===== src/rtl/word_sequencer.sv =====
// -----------------------------------------------------------------------------
// word_sequencer
//
// Fetches words from an external word-list ROM (one-cycle read latency) and
// presents them one character at a time. Word order is either sequential or
// pseudo-random, driven by a free-running 16-bit LFSR. Zero-length entries are
// skipped. A full pass of skips with nothing loadable returns the block to IDLE.
//
// Ports
//   clk         : clock, all state changes on rising edge
//   reset       : asynchronous, active-high
//   start       : request the next word (honoured in IDLE and DONE only)
//   abort       : return to IDLE, discarding the current word
//   mode_random : 0 = sequential order, 1 = LFSR order (sampled on advance)
//   next_char   : consume the current character (ACTIVE only)
//   rom_addr    : registered word-list address, always equal to word_index
//   rom_data    : word codes, first character in the MSBs
//   rom_len     : word length (0 = skip, > MAX_CHARS clamped)
//   cur_char    : character awaiting comparison, zero outside ACTIVE
//   chars_left  : characters remaining in the loaded word
//   num_char    : length of the loaded word
//   word_valid  : high while a word is ACTIVE
//   word_done   : one-cycle pulse after the last character is consumed
//   busy        : high in FETCH and LOAD
//   word_index  : index of the loaded or pending word
// -----------------------------------------------------------------------------
module word_sequencer #(
  parameter int CODE_W    = 8,
  parameter int MAX_CHARS = 12,
  parameter int NUM_WORDS = 32,
  parameter int ADDR_W    = $clog2(NUM_WORDS),
  parameter int LEN_W     = $clog2(MAX_CHARS + 1)
) (
  input  logic                        clk,
  input  logic                        reset,
  input  logic                        start,
  input  logic                        abort,
  input  logic                        mode_random,
  input  logic                        next_char,
  output logic [ADDR_W-1:0]           rom_addr,
  input  logic [MAX_CHARS*CODE_W-1:0] rom_data,
  input  logic [LEN_W-1:0]            rom_len,
  output logic [CODE_W-1:0]           cur_char,
  output logic [LEN_W-1:0]            chars_left,
  output logic [LEN_W-1:0]            num_char,
  output logic                        word_valid,
  output logic                        word_done,
  output logic                        busy,
  output logic [ADDR_W-1:0]           word_index
);

  localparam int SHIFT_W = MAX_CHARS * CODE_W;
  localparam logic [ADDR_W-1:0] LAST_IDX  = ADDR_W'(NUM_WORDS - 1);
  localparam logic [ADDR_W:0]   NUM_WIDE  = (ADDR_W + 1)'(NUM_WORDS);
  localparam logic [LEN_W-1:0]  MAX_LEN   = LEN_W'(MAX_CHARS);
  localparam logic [15:0]       LFSR_SEED = 16'hACE1;

  typedef enum logic [2:0] {
    IDLE,
    FETCH,
    LOAD,
    ACTIVE,
    DONE
  } state_t;

  state_t             state_reg;
  logic [SHIFT_W-1:0] shift_reg;
  logic [15:0]        lfsr_reg;
  logic [ADDR_W-1:0]  skip_cnt_reg;

  // Next-index candidates
  logic [ADDR_W-1:0] seq_next;
  logic [ADDR_W:0]   lfsr_low;
  logic [ADDR_W:0]   lfsr_fold;
  logic [ADDR_W-1:0] lfsr_cand;
  logic [ADDR_W-1:0] adv_index;
  logic [LEN_W-1:0]  len_clamped;
  logic              lfsr_fb;

  // Fibonacci LFSR, taps 16,14,13,11 in right-shifting form.
  assign lfsr_fb = lfsr_reg[0] ^ lfsr_reg[2] ^ lfsr_reg[3] ^ lfsr_reg[5];

  always_comb begin
    seq_next  = (word_index == LAST_IDX) ? '0 : word_index + 1'b1;
    lfsr_low  = {1'b0, lfsr_reg[ADDR_W-1:0]};
    // Fold out-of-range LFSR values back into the list; one subtraction is
    // enough because the low bits never reach twice NUM_WORDS.
    lfsr_fold = (lfsr_low >= NUM_WIDE) ? (lfsr_low - NUM_WIDE) : lfsr_low;
    lfsr_cand = lfsr_fold[ADDR_W-1:0];
    // A candidate equal to the current index is bumped by one; that is
    // exactly the sequential successor of the current index.
    if (mode_random) begin
      adv_index = (lfsr_cand == word_index) ? seq_next : lfsr_cand;
    end else begin
      adv_index = seq_next;
    end
    len_clamped = (rom_len > MAX_LEN) ? MAX_LEN : rom_len;
  end

  assign word_valid = (state_reg == ACTIVE);
  assign cur_char   = word_valid ? shift_reg[SHIFT_W-1 -: CODE_W] : '0;

  always_ff @(posedge clk or posedge reset) begin
    if (reset) begin
      state_reg    <= IDLE;
      shift_reg    <= '0;
      lfsr_reg     <= LFSR_SEED;
      skip_cnt_reg <= '0;
      chars_left   <= '0;
      num_char     <= '0;
      word_done    <= 1'b0;
      busy         <= 1'b0;
      word_index   <= '0;
      rom_addr     <= '0;
    end else begin
      lfsr_reg  <= {lfsr_fb, lfsr_reg[15:1]};
      word_done <= 1'b0;
      if (abort) begin
        state_reg  <= IDLE;
        shift_reg  <= '0;
        chars_left <= '0;
        num_char   <= '0;
        busy       <= 1'b0;
      end else begin
        case (state_reg)
          IDLE, DONE: begin
            if (start) begin
              state_reg    <= FETCH;
              busy         <= 1'b1;
              num_char     <= '0;
              skip_cnt_reg <= '0;
            end
          end
          FETCH: begin
            state_reg <= LOAD;
          end
          LOAD: begin
            if (rom_len == '0) begin
              // Empty entry: move on; give up after a full lap of skips.
              word_index <= adv_index;
              rom_addr   <= adv_index;
              if (skip_cnt_reg == LAST_IDX) begin
                state_reg <= IDLE;
                busy      <= 1'b0;
              end else begin
                skip_cnt_reg <= skip_cnt_reg + 1'b1;
                state_reg    <= FETCH;
              end
            end else begin
              shift_reg  <= rom_data;
              chars_left <= len_clamped;
              num_char   <= len_clamped;
              busy       <= 1'b0;
              state_reg  <= ACTIVE;
            end
          end
          ACTIVE: begin
            if (next_char) begin
              shift_reg  <= {shift_reg[SHIFT_W-CODE_W-1:0], {CODE_W{1'b0}}};
              chars_left <= chars_left - 1'b1;
              if (chars_left == LEN_W'(1)) begin
                state_reg  <= DONE;
                word_done  <= 1'b1;
                word_index <= adv_index;
                rom_addr   <= adv_index;
              end
            end
          end
          default: begin
            state_reg <= IDLE;
            busy      <= 1'b0;
          end
        endcase
      end
    end
  end

endmodule


===== config.mk =====
export PLATFORM = sky130hd
export DESIGN_NAME = word_sequencer
export DESIGN_NICKNAME = d
export VERILOG_FILES = /design/src/rtl/word_sequencer.sv
export SDC_FILE = /design/constraint.sdc
export NUM_CORES = 1
export LEC_CHECK = 0
export BUFFER_PORTS_ARGS = -buffer_cell sky130_fd_sc_hd__buf_2
export CORE_AREA = 10 10 148 150
export DETAILED_ROUTE_END_ITERATION = 10
export DIE_AREA = 0 0 158 160
export SLEW_MARGIN = 25
export SYNTH_ARGS = -nofsm -noshare
export SYNTH_HDL_FRONTEND = slang
export SYNTH_SLANG_ARGS = --single-unit

===== constraint.sdc =====
create_clock -name clk -period 11 [get_ports clk]
set_input_delay 2.2 -clock clk [delete_from_list [all_inputs] [get_ports clk]]
set_output_delay 2.2 -clock clk [all_outputs]
set_load 0.1 [all_outputs]

; Yosys cells after proc, flatten, opt, wreduce, memory -nomap -nowiden
; Cells that the tools add are included.
[word_totals]
regBits = 135
elab_cells = 90
out_inout_bits = 29
in_bits = 106
[op_classes]
n_reduce_logical = 14
bitwise_logic = 4
muxes = 40
n_lt_le_gt_ge = 1
eq_ne = 19
addsub = 3
[op_table]
columns = operator, n
row1 = $mux 96, 3
row2 = $pmux 96 s2, 1
row3 = $mux 5, 9
row4 = $mux 4, 6
row5 = $pmux 5 s2, 2
row6 = $pmux 4 s2, 2
row7 = $mux 3, 5
row8 = $pmux 3 s4, 1
row9 = $reduce_and 3->1, 4
row10 = $add 5x1->5 const B, 2
row11 = $eq 5x5->1 const B, 2
row12 = $reduce_and 5->1, 2
row13 = $mux 1, 9
row14 = $ne 3x3->1 const B, 3
row15 = $mux 8, 1
row16 = $ne 2x2->1 const B, 4
row17 = $eq 3x2->1 const B, 2
row18 = $reduce_bool 3->1, 2
row19 = $eq 5x5->1, 1
row20 = $eq 4x1->1 const B, 1
row21 = $gt 4x4->1 const B, 1
row22 = $logic_not 4->1, 1
row23 = $ne 2x1->1 const B, 2
row24 = $ne 4x4->1 const B, 1
row25 = 10 further kinds, 14

; Depth between registers and ports, before layout
[logic_depth]
ltp_word = 7
depth_mapped = 9

; Worst setup path after synthesis
; Ideal clock, no wire load.
[synth_timing]
kind = input -> register
from = input port rom_len[3]
to = register skip_cnt_reg[0]
setup_time_ns = 0.125
slack_ns = 7.160
arrival_time_ns = 3.715
required_ns = 10.875
stages = 6
path_cell_list = or4_1 buf_2 nor4_4 nor2_1 nor2_2 mux2_2
[synth_via]
elab_chain_len = 3
[synth_rtl]
columns = item, line_no
row1 = from (decl), 42  ; input logic [LEN_W-1:0] rom_len,
row2 = $logic_not 4->1, 138  ; if (rom_len == '0) begin
row3 = $ne 2x2->1 (no line), --
row4 = $reduce_and 5->1 (no line), --
row5 = to (signal assigned), 146  ; skip_cnt_reg <= skip_cnt_reg + 1'b1;
row6 = to (decl), 69  ; logic [ADDR_W-1:0] skip_cnt_reg;
; Every way passes these cells.
; A chain may end at the register's enable or synchronous reset.

; Worst setup path in the final report
[layout_timing]
from = input port rom_len[3]
to = register shift_reg[6]
[layout_via]
elab_chain_len = 3
[layout_rtl]
columns = item, line_no
row1 = $logic_not 4->1, 138
row2 = $ne 3x3->1 (no line), --
row3 = $reduce_and 3->1 (no line), --
row4 = to (signal assigned), 150  ; shift_reg <= rom_data;
row5 = to (signal assigned), 159  ; shift_reg <= {shift_reg[SHIFT_W-CODE_W-1:0], {CODE_W{1'b0}}};
row6 = to (decl), 67  ; logic [SHIFT_W-1:0] shift_reg;
; Every way passes these cells.

==> flow_summary.yaml <==
routing:
  first_pass_iters: 4
  vias: 4866
  wl_per_cell_um: 17.4
  routed_wl_um: 16800
  viasPerCell: 5.04
  ant_nets: 0
  drc_errors: 0
  first_iter_violations: 254
layout:
  layout_common_cells: "buf_2, dfrtp_1, nand2_1, o31ai_1, mux2i_1"
  fillCellCount: 1881
  fin_cells: 965
  syn2layout_area_growth_pct: 20.3
  largest_reg_flops: 96
  antennaDiodeCount: 0
  finish.net_count: 826
  drive_above_1_share: 0.253
  final_common_cell: "buf_2"
worst_setup_path:
  path_cells: "buf_2, or4_1, nand2b_4, a31oi_4, buf_4, buf_4, o21ai_0"
  timing.critical_path.mode_cell: "buf_4"
  arrival_ns: 5.75
  reg2reg_to: "shift_reg[6]"
  cp-startpoint: "rom_len[3]"
  slowest_delay_ns: 0.84
  slowest_stage: "buf_4"
  crit_type: "input pin to flop"
  crit_end: "shift_reg[6]"
  cp-end-kind: "flop"
  reg2reg_slack_ns: 7.27
  cp-start-kind: "input pin"
  rr_worst_depth: 5
  worstPathMaxFanout: 99
  rr_startpoint: "state_reg[0]"
  required_ns: 11.24
clock_tree:
  cts-root-buf: "clkbuf_16"
  worstSkewPairLatency_ns: 0.41
  postCtsHoldBufs: 0
  clock-sinks: 135
  cts_tree: "yes"
  cts_setup_buffers: 0
  htreeDepth: 4
  cts.path.max_buffers: 2
  cts_resized: 0
  cts_buffers: 17
  path_clk_slew_ns: 0.05
floorplanning:
  die_h_um: 160
  fp.coreArea_um2: 19100
  start_util: 0.341
  die_x_um: 158
  die_area_um2: 25300
  num_rows: 51
  io_pins: 135
power_and_ir_drop:
  clkPwrFrac: 0.392
  p_comb_frac: 0.182
  swShare: 0.301
  power.density_nw_per_um2: 174
  p_sw_uw: 411
  seq_power_share: 0.426
  internal_power_uw: 954
  vdd_ir_drop_max_mv: 0.103
  p_leak_nw: 3.64
  power_mw: 1.36
synth:
  yosysSeqAreaShare: 0.520
  ys_warn_count: 0
  synth_ff_type: "dfrtp_1"
  synth_edf_count: 0
  ys_seq_elements: 135
  synth_area_um2: 6510
  synth_cell_type_count: 45
  ys_async_sr_fraction: 1.00
  syn_inst: 609
  syn-num-nets: 721
  syn_avg_cell_area_um2: 10.7
global_route:
  gr-total-overflow: 0
  grt_max_degree: 100
  grt_pass1_vias: 5188
  grt_pass1_wl_um: 27300
  gr-usage-all-layers: 0.135
  antenna_found_initial: 0
sta:
  fin_crit_sh: 0.500
  final_max_slew_viol_count: 0
  clock_skew_ns: 0.00927
  hold_violations: 0
  rsz0062_at_grt: "no"
  setup_tns_ns: 0
  tightest_slew_ns: 1.01
  setup_viol: 0
  post-route-min-period_ns: 5.50
  max-slew-margin-rel: 0.329
  setup_ws_ns: 5.50
  whs_ns: 0.347
  fmax_mhz: 182
place:
  dp_cells: 933
  routabilityCongestion: 0.755
  dp_slack_ns: 5.12
  portBuffers: 134
  dp_hpwl_um: 11600
worst_hold_path:
  hp-class: "flop to flop"
outcome:
  status: "completed"
job:
  drv_cap: 0
[cells in the mapped netlist (2+ instances only)]
library cell  number  area, µm²
a21oi_1           12       60.1
a22o_1             4       35.0
a31oi_1            5       31.3
a32o_1             2       20.0
and3_1            11       68.8
buf_1              2       7.51
buf_2             24        120
buf_4              6       45.0
buf_6              2       22.5
clkbuf_1          20       75.1
dfrtp_1          127       3180
dfstp_2            8        210
ha_1               6       75.1
inv_1              9       33.8
mux2_2             2       22.5
mux2i_1           92        921
nand2_1          113        424
nand2b_1           2       12.5
nand3_1            4       20.0
nor2_1            10       37.5
nor3_1             6       30.0
nor3b_1            3       22.5
o21ai_0           15       75.1
o31ai_1           95        713
or3_1              2       12.5
or4_1              2       15.0
xnor2_1            7       61.3
[worst max-delay path: cells and delay by family]
kind / cells / cell delay, ns
simple gates: 2 / 0.87
buf+inv: 3 / 1.63
compound gates: 2 / 0.97
[layout make-up]
type / instances / area (µm²) / area share
Clock buffer: 28 / 507 / 0.0646
Clock inverter: 4 / 47.5 / 0.00606
Inverter: 10 / 45.0 / 0.00575
Multi-Input combinational cell: 410 / 2840 / 0.362
Sequential cell: 135 / 3390 / 0.432
Tap cell: 238 / 298 / 0.0380
Timing Repair Buffer: 140 / 718 / 0.0916
[layer usage]
layer | global-route usage | share of wire | vias to the layer above | routed length, µm
met4 | 0.0447 | 0.015 | 0 | 253
met3 | 0.0419 | 0.061 | 17 | 1030
met2 | 0.204 | 0.45 | 118 | 7540
li1 | - | - | 2406 | -
met5 | 0 | 0 | - | 0
met1 | 0.179 | 0.47 | 2325 | 7950
[stage by stage]
step           utilization  area, µm²
2_1_floorplan            -       6520
3_3_place_gp         0.382       7290
3_5_place_dp         0.382       7290
4_1_cts              0.411       7840
5_1_grt              0.411       7840
6_report             0.411       7840
[cell families after synthesis]
family | count (synthesis) | share of synthesized area
AO/OA/AOI/OAI | 140 | 0.154
XOR/XNOR | 8 | 0.0108
adder cells (fa/ha/maj) | 6 | 0.0115
buffers and inverters | 64 | 0.0472
flip-flops | 135 | 0.520
multiplexers | 94 | 0.145
AND/OR/NAND/NOR | 162 | 0.112
[power groups by stage]
stage,Clock [mW],Combinational (mW),Sequential [mW]
floorplan,0,0.160,0.620
global placement,0,0.249,0.588
detailed placement,0,0.252,0.590
CTS,0.549,0.252,0.582
global route,0.569,0.274,0.589
finish,0.535,0.248,0.581
[worst min path at each step]
stage                 startpoint      endpoint  depth (start not counted)
detailed placement  lfsr_reg[14]  lfsr_reg[13]                          0
global route         lfsr_reg[6]   lfsr_reg[5]                          0
CTS                  lfsr_reg[9]   lfsr_reg[8]                          0
global placement     lfsr_reg[9]   lfsr_reg[8]                          0
floorplan            lfsr_reg[9]   lfsr_reg[8]                          0
finish               lfsr_reg[9]   lfsr_reg[8]                          0
(Power assumes the default switching activity.)
